==> config.mk <==
export PLATFORM = sky130hd
export DESIGN_NAME = ccff_loader
export DESIGN_NICKNAME = d
export VERILOG_FILES = /design/src/rtl/ccff_loader.sv
export SDC_FILE = /design/constraint.sdc
export NUM_CORES = 1
export LEC_CHECK = 0
export CAP_MARGIN = 10
export CELL_PAD_IN_SITES_DETAIL_PLACEMENT = 0
export CELL_PAD_IN_SITES_GLOBAL_PLACEMENT = 1
export CORE_MARGIN = 2
export CORE_UTILIZATION = 45
export DETAILED_ROUTE_END_ITERATION = 8
export PLACE_DENSITY = 0.85
export RECOVER_POWER = 50
export SETUP_SLACK_MARGIN = 0.3
export SLEW_MARGIN = 25
export SYNTH_ARGS = -nofsm -noshare
export SYNTH_HDL_FRONTEND = slang
export SYNTH_SLANG_ARGS = --single-unit
export TNS_END_PERCENT = 5
==> constraint.sdc <==
create_clock -name clk -period 4.8 [get_ports clk]
set_input_delay 1.2 -clock clk [delete_from_list [all_inputs] [get_ports clk]]
set_output_delay 1.2 -clock clk [all_outputs]
set_load 0.005 [all_outputs]
==> src/rtl/ccff_loader.sv <==
// ccff_loader: serialises bitstream bytes onto the configuration chain and reads back ccff_tail
module ccff_loader #(
  parameter int CHAIN_LEN = 1024,
  parameter int CLK_DIV = 2
) (
  input  logic       clk,
  input  logic       reset,
  input  logic       start,
  input  logic       abort,
  input  logic [7:0] in_data,
  input  logic       in_valid,
  output logic       in_ready,
  output logic       prog_clk,
  output logic       ccff_head,
  input  logic       ccff_tail,
  output logic [7:0] tail_data,
  output logic       tail_valid,
  output logic       busy,
  output logic       done
);
  localparam int CW = $clog2(CHAIN_LEN + 1);
  localparam int DW = CLK_DIV > 1 ? $clog2(CLK_DIV) : 1;
  typedef enum logic [2:0] {IDLE, FETCH, LOW, HIGH, FLUSH} state_t;
  state_t state, state_nx;
  logic [DW-1:0] div;
  logic [CW-1:0] cnt;
  logic [7:0] sh, tsh;
  logic [2:0] idx, tcnt;
  logic phase_end, enter_low, sample;
  assign phase_end = div == DW'(CLK_DIV - 1);
  assign in_ready = state == FETCH;
  assign busy = state != IDLE;
  assign enter_low = state_nx == LOW && state != LOW;
  assign sample = state == LOW && state_nx == HIGH;
  // state register
  always_ff @(posedge clk) state <= reset ? IDLE : state_nx;
  // next state; abort outranks every transition once a load is running
  always_comb begin
    state_nx = state;
    if (state != IDLE && abort) state_nx = IDLE;
    else
      case (state)
        IDLE: state_nx = start && !abort ? FETCH : IDLE;
        FETCH: state_nx = in_valid ? LOW : FETCH;
        LOW: state_nx = phase_end ? HIGH : LOW;
        HIGH: state_nx = !phase_end ? HIGH : cnt == CW'(CHAIN_LEN - 1) ? FLUSH : idx == 3'd0 ? FETCH : LOW;
        default: state_nx = IDLE;
      endcase
  end
  // phase timer, byte shifter, chain outputs and readback assembly
  always_ff @(posedge clk) begin
    if (reset) begin
      div <= '0;
      cnt <= '0;
      sh <= '0;
      tsh <= '0;
      idx <= '0;
      tcnt <= '0;
      prog_clk <= 1'b0;
      ccff_head <= 1'b0;
      tail_data <= '0;
      tail_valid <= 1'b0;
      done <= 1'b0;
    end else begin
      div <= (state == LOW || state == HIGH) && !phase_end ? div + 1'b1 : '0;
      prog_clk <= state_nx == HIGH;
      tail_valid <= 1'b0;
      done <= 1'b0;
      if (state == IDLE) begin
        cnt <= '0;
        tsh <= '0;
        tcnt <= '0;
      end
      if (enter_low) begin
        ccff_head <= state == FETCH ? in_data[7] : sh[7];
        sh <= state == FETCH ? {in_data[6:0], 1'b0} : {sh[6:0], 1'b0};
        idx <= state == FETCH ? 3'd7 : idx - 1'b1;
      end
      if (state == HIGH && phase_end) cnt <= cnt + 1'b1;
      if (sample) begin
        tsh <= {tsh[6:0], ccff_tail};
        tcnt <= tcnt + 1'b1;
        if (tcnt == 3'd7) begin
          tail_data <= {tsh[6:0], ccff_tail};
          tail_valid <= 1'b1;
        end
      end
      if (state == FLUSH && !abort) begin
        done <= 1'b1;
        if (tcnt != 3'd0) begin
          tail_data <= tsh << (4'd8 - {1'b0, tcnt});
          tail_valid <= 1'b1;
        end
      end
    end
  end
endmodule

==> impl_metrics.py <==
metrics = {
    "run_status": {
        "run_status": "complete, but fails checks",
        "violations": "max-capacitance violations, max-slew violations",
    },
    "critical_path": {
        "worstSetupStartpointType": "register",
        "critPathMaxFanout": 13,
        "cp-end-kind": "output pin",
        "required_ns": 3.60,
        "crit_type": "reg2out",
        "cp.arrival_ns": 2.21,
    },
    "layout": {
        "final_layout_size_suffix_gt1_frac": 0.129,
        "nets": 322,
        "seq_area_um2": 961,
        "fill_cells": 581,
        "final_cell_area_um2": 3070,
        "multiInputGateArea_um2": 1630,
        "syn_to_final_growth_pct": 11.7,
        "diodes": 0,
    },
    "route": {
        "remaining_drc_errors": 0,
        "drt_wl_total_mm": 5.50,
        "via_per_inst": 5.83,
        "vias": 2199,
        "drtIter0Drc": 117,
        "wl_per_cell_um": 14.6,
        "drtPass1Iterations": 4,
        "detail-route-antenna-nets": 0,
    },
    "global_route": {
        "met1_usage": 0.260,
        "grtUsageTotal": 0.177,
        "grt_use_met3": 0.0261,
        "grt_pass1_vias": 1886,
        "grt_max_degree": 55,
        "grt_remaining_overflow": 0,
        "grt_busiest_layer": "met2",
        "met2_usage": 0.265,
        "antenna_found_initial": 0,
        "grt_pass1_wl_mm": 9.28,
    },
    "synthesis": {
        "synth_cell_types": 65,
        "yosys-top-cells-area": "dfxtp_1, mux2i_1, mux4_2",
        "yosysMostFrequentCell": "dfxtp_1",
        "synth_top_area_share": 0.349,
        "synth_edf_count": 0,
        "yosys-top-cells-count": "dfxtp_1, nor2_1, mux2i_1",
        "async_flop_share": 0,
        "ys.flop_type": "dfxtp_1",
        "synthCells": 287,
        "ys_seq_area_frac": 0.349,
        "yosysWarnings": 0,
        "synth_top_cell_by_area": "dfxtp_1",
        "ys_ff_latch": 48,
        "syn_area_um2": 2750,
        "syn_nets": 308,
        "synth.avg_cell_area_um2": 9.59,
    },
    "pwr": {
        "peakVddDrop_mv": 0.110,
        "p_leak_nw": 1.01,
        "p_per_area_nw_per_um2": 236,
        "fin_total_pwr_mw": 0.725,
    },
    "floorplanning": {
        "initial_utilization": 0.465,
        "die_h_um": 82.2,
        "rows": 28,
        "ios": 28,
        "die_area_um2": 6760,
        "fp.dieW_um": 82.2,
        "core_area_um2": 5920,
    },
    "timing": {
        "worst_pin_slew_ns": 2.36,
        "finClkSkew_ns": 0.00536,
        "fin_crit_sh": 0.711,
        "rsz0062_at_grt": "no",
        "finalHoldViolCount": 0,
        "fin_tns_setup_ns": 0,
        "finalSetupViolations": 0,
        "relSlewSlack": -0.575,
        "period_needed_ns": 3.41,
        "max_freq_mhz": 293,
        "maxSlewViolCount": 55,
    },
    "clock_network": {
        "cts_root_buf": "clkbuf_8",
        "ctsResizeCount": 0,
        "cts_hold_buf": 0,
        "cts_setup_buffers": 0,
        "cts_buffers": 5,
        "cts_tree": "yes",
        "cts_buffer_depth": 2,
        "htreeDepth": 2,
        "clk_pin_slew_worst_paths_ns": 0.09,
        "clk_latency_ns": 0.29,
        "cts.sink_count": 48,
    },
    "placed_design": {
        "dp.final_hpwl_mm": 3.79,
        "place_area_um2": 2990,
        "place.gp.congestion": 0.776,
        "port_buffers": 27,
    },
    "hold_path": {
        "hold_class": "reg2reg",
    },
    "run": {
        "maxCapViolations": 1,
    },
}
[per-layer routing]
| metal | wire length, µm | part of all wire | vias to the layer above |
|---|---|---|---|
| li1 | - | - | 1108 |
| met1 | 2890 | 0.53 | 1049 |
| met2 | 2390 | 0.43 | 37 |
| met3 | 158 | 0.029 | 5 |
| met4 | 64 | 0.012 | 0 |
| met5 | 0 | 0 | - |
[state kept, by name (all words and copies together) (netlist names), 3 cells and up]
name	count
state	3
cnt	11
idx	3
tcnt	3
tsh	8
sh	7
tail_data	8
[power by group]
part | switching (mW) | leakage, nW | internal, mW
sequential | 0.00522 | 0.387 | 0.402
clock | 0.129 | 0.0455 | 0.118
combinational | 0.0397 | 0.582 | 0.0307
[worst max-delay path: stages (launching register included)]
cell	delay (ns)
dfxtp_1	0.61
or3b_2	0.54
inv_2	0.22
clkdlybuf4s50_1	0.55
[logic make-up (layout without fill, tap and decap cells)]
group | Yosys count | count (layout) | share of synthesized area
simple gates | 109 | 109 | 0.241
compound gates | 68 | 68 | 0.203
fa+ha+maj | 7 | 7 | 0.0318
mux | 24 | 24 | 0.109
xor+xnor | 2 | 2 | 0.00636
flops | 48 | 48 | 0.349
buf+inv | 29 | 44 | 0.0595
[per-stage QoR]
| step | hold WS (ns) | utilization | cells | worst slack (ns) |
|---|---|---|---|---|
| after floorplan | 0.438 | - | 287 | 2.03 |
| after global placement | 0.460 | 0.504 | 369 | 1.24 |
| after detailed placement | 0.466 | 0.504 | 369 | 1.23 |
| after CTS | 0.485 | 0.519 | 377 | 1.39 |
| after global routing | 0.522 | 0.519 | 377 | 1.19 |
| final | 0.480 | 0.519 | 377 | 1.39 |
[placed cells by master, fill, tap and decap left out, drive strengths merged, types with 2 or more instances in the layout]
cell type / instances
dfxtp: 48
mux2i: 16
nand4: 6
a311oi: 2
ha: 7
and2: 2
nor3b: 3
o21ai: 5
or3: 4
xnor2: 2
mux2: 4
and4b: 2
clkdlybuf4s50: 14
clkbuf: 9
o41ai: 2
nand4b: 2
or3b: 2
nand2b: 15
and4: 4
a31oi: 10
dlygate4sd3: 12
nand3: 7
mux4: 4
nor3: 15
nor2: 24
o211ai: 4
a2111oi: 5
nor2b: 8
nor4b: 2
nand2: 8
a221oi: 4
a21oi: 14
a211oi: 10
inv: 8
[cell type report]
cell class	instances	area share
timing repair buffer	28	0.0883
multi-input combinational	210	0.530
inverter	8	0.00977
clock buffer	8	0.0293
tap	75	0.0305
sequential	48	0.313
[path summary, 6_finish.rpt]
kind / start / end / slack (ns) / cells past startpoint
min reg2reg: sh[1]$_SDFFE_PP0P_ / sh[1]$_SDFFE_PP0P_ / 0.48 / 2
max reg2reg: tcnt[0]$_SDFFE_PP0P_ / tail_data[7]$_SDFF_PP0_ / 2.22 / 5
max: state[0]$_SDFF_PP0_ / in_ready / 1.39 / 3
min: sh[1]$_SDFFE_PP0P_ / sh[1]$_SDFFE_PP0P_ / 0.48 / 2
No activity file was read; power rests on OpenSTA's default activity.
==> RTL edit 1 (same settings) <==
Re-encode `state_t` (5 states) as one-hot, 5 bits wide.
--- a/src/rtl/ccff_loader.sv
+++ b/src/rtl/ccff_loader.sv
@@ -20,7 +20,7 @@
 );
   localparam int CW = $clog2(CHAIN_LEN + 1);
   localparam int DW = CLK_DIV > 1 ? $clog2(CLK_DIV) : 1;
-  typedef enum logic [2:0] {IDLE, FETCH, LOW, HIGH, FLUSH} state_t;
+  typedef enum logic [4:0] {IDLE = 5'b00001, FETCH = 5'b00010, LOW = 5'b00100, HIGH = 5'b01000, FLUSH = 5'b10000} state_t;
   state_t state, state_nx;
   logic [DW-1:0] div;
   logic [CW-1:0] cnt;
Formal check against the unedited RTL: same outputs for any inputs over 10 cycles, from zero or initial values and one cycle with reset high; not proved beyond that.
==> RTL edit 1 against the original RTL <==
- total power shrank 4.4%
- worst setup slack lost 0.036 ns
- die area shrank 1.9%
- wire length grew 4.3%
- largest power group unchanged
- final area shrank 1.4%
- sequential cell count grew 2
- via count grew 1.1%
- global-route usage grew 1.2 points
- synthesized cell count grew 4.2%
- count of clock-buffer cells in the layout shrank 1
- synthesized area shrank 2.0%
==> RTL edit 1: results (changes against the original RTL) <==
clk sinks 50 (+4.2%); DPL Wire Length 4010 µm (+5.8%); r2r setup slk 2.23 ns; share of cells above drive strength 1 6.98% (-5.9 points); diode count 0 (unchanged); Routed WL per cell 14.7 µm (+0.83%); largest net degree at the start of global routing 27 (-51%); multi-input combinational area share 50.8% (-2.1 points); crit path max fanout 10 (-3); Placed Cells 383 (+3.8%); GPL Wtd Cong 0.887 (+14%); length in cells of the worst reg-to-reg path 7 (+2); syn nets 320 (+3.9%); post-synthesis cell count 299 (+4.2%); LEAKAGE 0.00108 µW (+6.8%); Crit path arrival time 2.25 ns (+0.04 ns); register share of the cell area 33.0% (+1.8 points); Synth cell types 63 (-3.1%); Layout fillers 549 (-5.5%); initial DRC count 125 (+6.8%); largest stage delay on the critical path 0.56 ns (-0.05 ns); outcome complete, no violations; sw frac 22.9% (-1.1 points); top post-synthesis cells by area dfxtp_1 37%, mux2i_1 7.8%, nor2_1 4.0%; hold path depth 1 (-1); total global-route track usage 19.0% (+1.2 points); Final #Nets 336 (+4.3%); Non-Clock Inverter Count 14 (+6); #MultiIn Comb 216 (+2.9%); clk tree area frac 2.52% (-0.41 points); Vias per Instance 5.70 (-2.3%); sequential fraction of the synthesis area 37.1% (+2.2 points); first-pass GRT wire length 9930 µm (+7.0%); non-clock buffer share of cell area 8.83% (about the same); Syn. warnings 0 (unchanged); clock buffers 7 (-1); Clock Skew 0.00697 ns (+0.00162 ns); top cells by count, synth 50 x dfxtp_1, 29 x nor2_1, 21 x a21oi_1, 21 x mux2i_1, 15 x nand2_1; Detailed Routing Iterations Pass 1 5 (+1); worst slew pin tran 1.22 ns (-1.15 ns); Detailed Route WL 5740 µm (+4.3%); VDD IR-drop max 0.133 mV (+21%); PostCTS Resize Cnt 0 (unchanged); vias in the first global route 2148 (+14%)
## RTL edit 1: power groups by stage
stage	logic, µW	clock network, µW	registers (µW)
after floorplan	26.4	0	426
after global placement	42.6	0	428
after detailed placement	43.2	0	428
after CTS	43.3	244	418
after global routing	45.2	256	419
final	41.3	233	418
## RTL edit 1: worst paths after layout
| kind | start | end |
|---|---|---|
| max reg2reg | tcnt[0] | tail_data[7] |
| min reg2reg | idx[0] | idx[0] |
| min | idx[0] | idx[0] |
| max | state[0] | busy |
## RTL edit 1: per-layer routing
metal / up-vias / global-route usage (%) / wire length [µm]
met5: - / 0 / 0
met4: 0 / 5.93 / 70
met3: 6 / 2.64 / 186
met2: 34 / 32.4 / 2700
met1: 1052 / 24.8 / 2790
li1: 1131 / - / -
## RTL edit 1: through the flow
step / power (µW) / cell area (µm²) / worst slack, ns / hold slack, ns / utilization, %
2_1_floorplan: 452 / 2700 / 2.31 / 0.431 / -
3_3_place_gp: 471 / 2970 / 1.57 / 0.456 / 50.8
3_5_place_dp: 471 / 2970 / 1.53 / 0.460 / 50.8
4_1_cts: 705 / 3050 / 1.31 / 0.475 / 52.1
5_1_grt: 720 / 3030 / 1.17 / 0.506 / 51.8
6_report: 693 / 3030 / 1.35 / 0.470 / 51.8
## RTL edit 1: kinds of logic (layout without fill, tap and decap cells)
kind of cell             count (synthesis)  after routing  synth area share (%)
buffers and inverters                   33             49                  5.66
adder cells (fa/ha/maj)                  7              7                  3.25
multiplexers                            25             25                  9.87
flip-flops                              50             50                  37.1
AND/OR/NAND/NOR                         98             98                  20.8
AO/OA/AOI/OAI                           81             81                  21.7
XOR/XNOR                                 5              5                  1.62
==> RTL edit 2 (same settings) <==
Made on the original files. `CLK_DIV`: 2 -> 4.
--- a/src/rtl/ccff_loader.sv
+++ b/src/rtl/ccff_loader.sv
@@ -1,7 +1,7 @@
 // ccff_loader: serialises bitstream bytes onto the configuration chain and reads back ccff_tail
 module ccff_loader #(
   parameter int CHAIN_LEN = 1024,
-  parameter int CLK_DIV = 2
+  parameter int CLK_DIV = 4
 ) (
   input  logic       clk,
   input  logic       reset,
Formal check against the unedited RTL: not equivalent (Yosys sat finds a counterexample within 10 cycles, from zero or initial values and one cycle with reset high).
==> RTL edit 2 against the original RTL <==
- core utilization increased by 1.8 points
- global-route usage increased by 0.93 points
- wire length increased by 3.6%
- worst setup slack improved by 0.11 ns
- sequential cell count increased by 1
- fmax increased by 3.4%
- sequential power increased by 2%
- total power increased by 3.5%
- final area decreased by 2.1%
- synthesized area decreased by 3.8%
- critical path type is now in2reg
- critical endpoint is now tail_data[1]
- largest power group unchanged
==> RTL edit 2: results (changes against the original RTL) <==
share of cells above drive strength 1 11.0% (-1.9 points); total global-route track usage 18.7% (+0.93 points); grt met3 use 3.15% (+0.54 points); sequential fraction of the synthesis area 37.1% (+2.1 points); Final #Nets 330 (+2.5%); Clock Skew 0.0115 ns (+0.00610 ns); r2r setup slk 2.35 ns (+0.13 ns); LEAKAGE 0.00106 µW (+4.9%); outcome complete, no violations; Vias per Instance 5.80 (-0.64%); top post-synthesis cells by area dfxtp_1 37%, mux2i_1 7.9%, a21oi_1 5.9%; met2 Use GR 30.7% (+4.2 points); vias in the first global route 2015 (+6.8%); met1 GRT Util 25.6% (-0.44 points); DPL Wire Length 3950 µm (+4.2%); crit path max fanout 12 (-1); top cells by count, synth 49 x dfxtp_1, 31 x a21oi_1, 23 x nor2_1, 21 x mux2i_1, 18 x nand2_1; syn nets 315 (+2.3%); period utilization 68.7% (-2.3 points); GPL Wtd Cong 0.826 (+6.4%); Routed WL per cell 15.0 µm (+2.5%); sw frac 24.0% (about the same); Clock Path Buffers 2 (unchanged); Synth cell types 58 (-11%); Detailed Routing Iterations Pass 1 4 (unchanged); first-pass GRT wire length 9650 µm (+3.9%); initial DRC count 85 (-27%)
## RTL edit 2: changes by cell type after synthesis, moves of 9 or more
cell / delta
a21oi_1: +18
nand2b_1: -12
nand2_1: +10
nand3_1: +9
o211ai_1: +9
## RTL edit 2: cells by family (layout without fill, tap and decap cells)
group           count (synthesis)  after routing  share of synthesized area [%]
fa+ha+maj                       8              8                           3.78
mux                            27             27                           10.9
simple gates                   96             96                           20.1
xor+xnor                        1              1                          0.331
buf+inv                        30             46                           5.62
compound gates                 82             82                           22.2
flops                          49             49                           37.1
## RTL edit 2: per-layer routing
| metal | share of wire, % | vias to the layer above |
|---|---|---|
| met5 | 0 | - |
| met4 | 0.70 | 0 |
| met3 | 2.6 | 4 |
| met2 | 46 | 27 |
| met1 | 51 | 1053 |
| li1 | - | 1124 |
## RTL edit 2: power groups by stage
| stage | Clock, µW | Combinational [µW] | Sequential [µW] |
|---|---|---|---|
| 6_report | 265 | 70.2 | 415 |
| 5_1_grt | 292 | 76.3 | 416 |
| 4_1_cts | 276 | 71.6 | 415 |
| 3_5_place_dp | 0 | 71.4 | 424 |
| 3_3_place_gp | 0 | 71.0 | 424 |
| 2_1_floorplan | 0 | 51.4 | 422 |
## RTL edit 2: worst paths after layout
check,startpoint,endpoint,cells past startpoint
setup / recovery,abort,tail_data[1],6
setup reg to reg,tcnt[0],tail_data[7],6
hold reg to reg,div[0],div[0],1
hold / removal,div[0],div[0],1
## RTL edit 2: stage by stage
stage                     cells  util, %  area [µm²]  worst slack [ns]  hold slack [ns]
after global routing        381     53.7        3010              1.33            0.489
after global placement      373     52.0        2920              1.35            0.426
after floorplan             293        -        2650              2.30            0.407
final                       381     53.7        3010              1.50            0.457
after detailed placement    373     52.0        2920              1.28            0.452
after CTS                   381     53.8        3020              1.59            0.465
## RTL edit 2: cell type report
cell class | instances | area, µm²
Timing Repair Buffer | 30 | 285
Multi-Input combinational cell | 214 | 1520
Clock inverter | 1 | 5.00
Sequential cell | 49 | 981
Clock buffer | 7 | 96.3
Fill cell | 556 | 2600
Inverter | 8 | 30.0
Tap cell | 72 | 90.1
## RTL edit 2: critical path, stage by stage
cell,delay [ns]
dlygate4sd3_1,0.66
nor4b_4,0.59
o211ai_2,0.42
mux2_2,0.37
a22oi_1,0.15
nor2_1,0.05
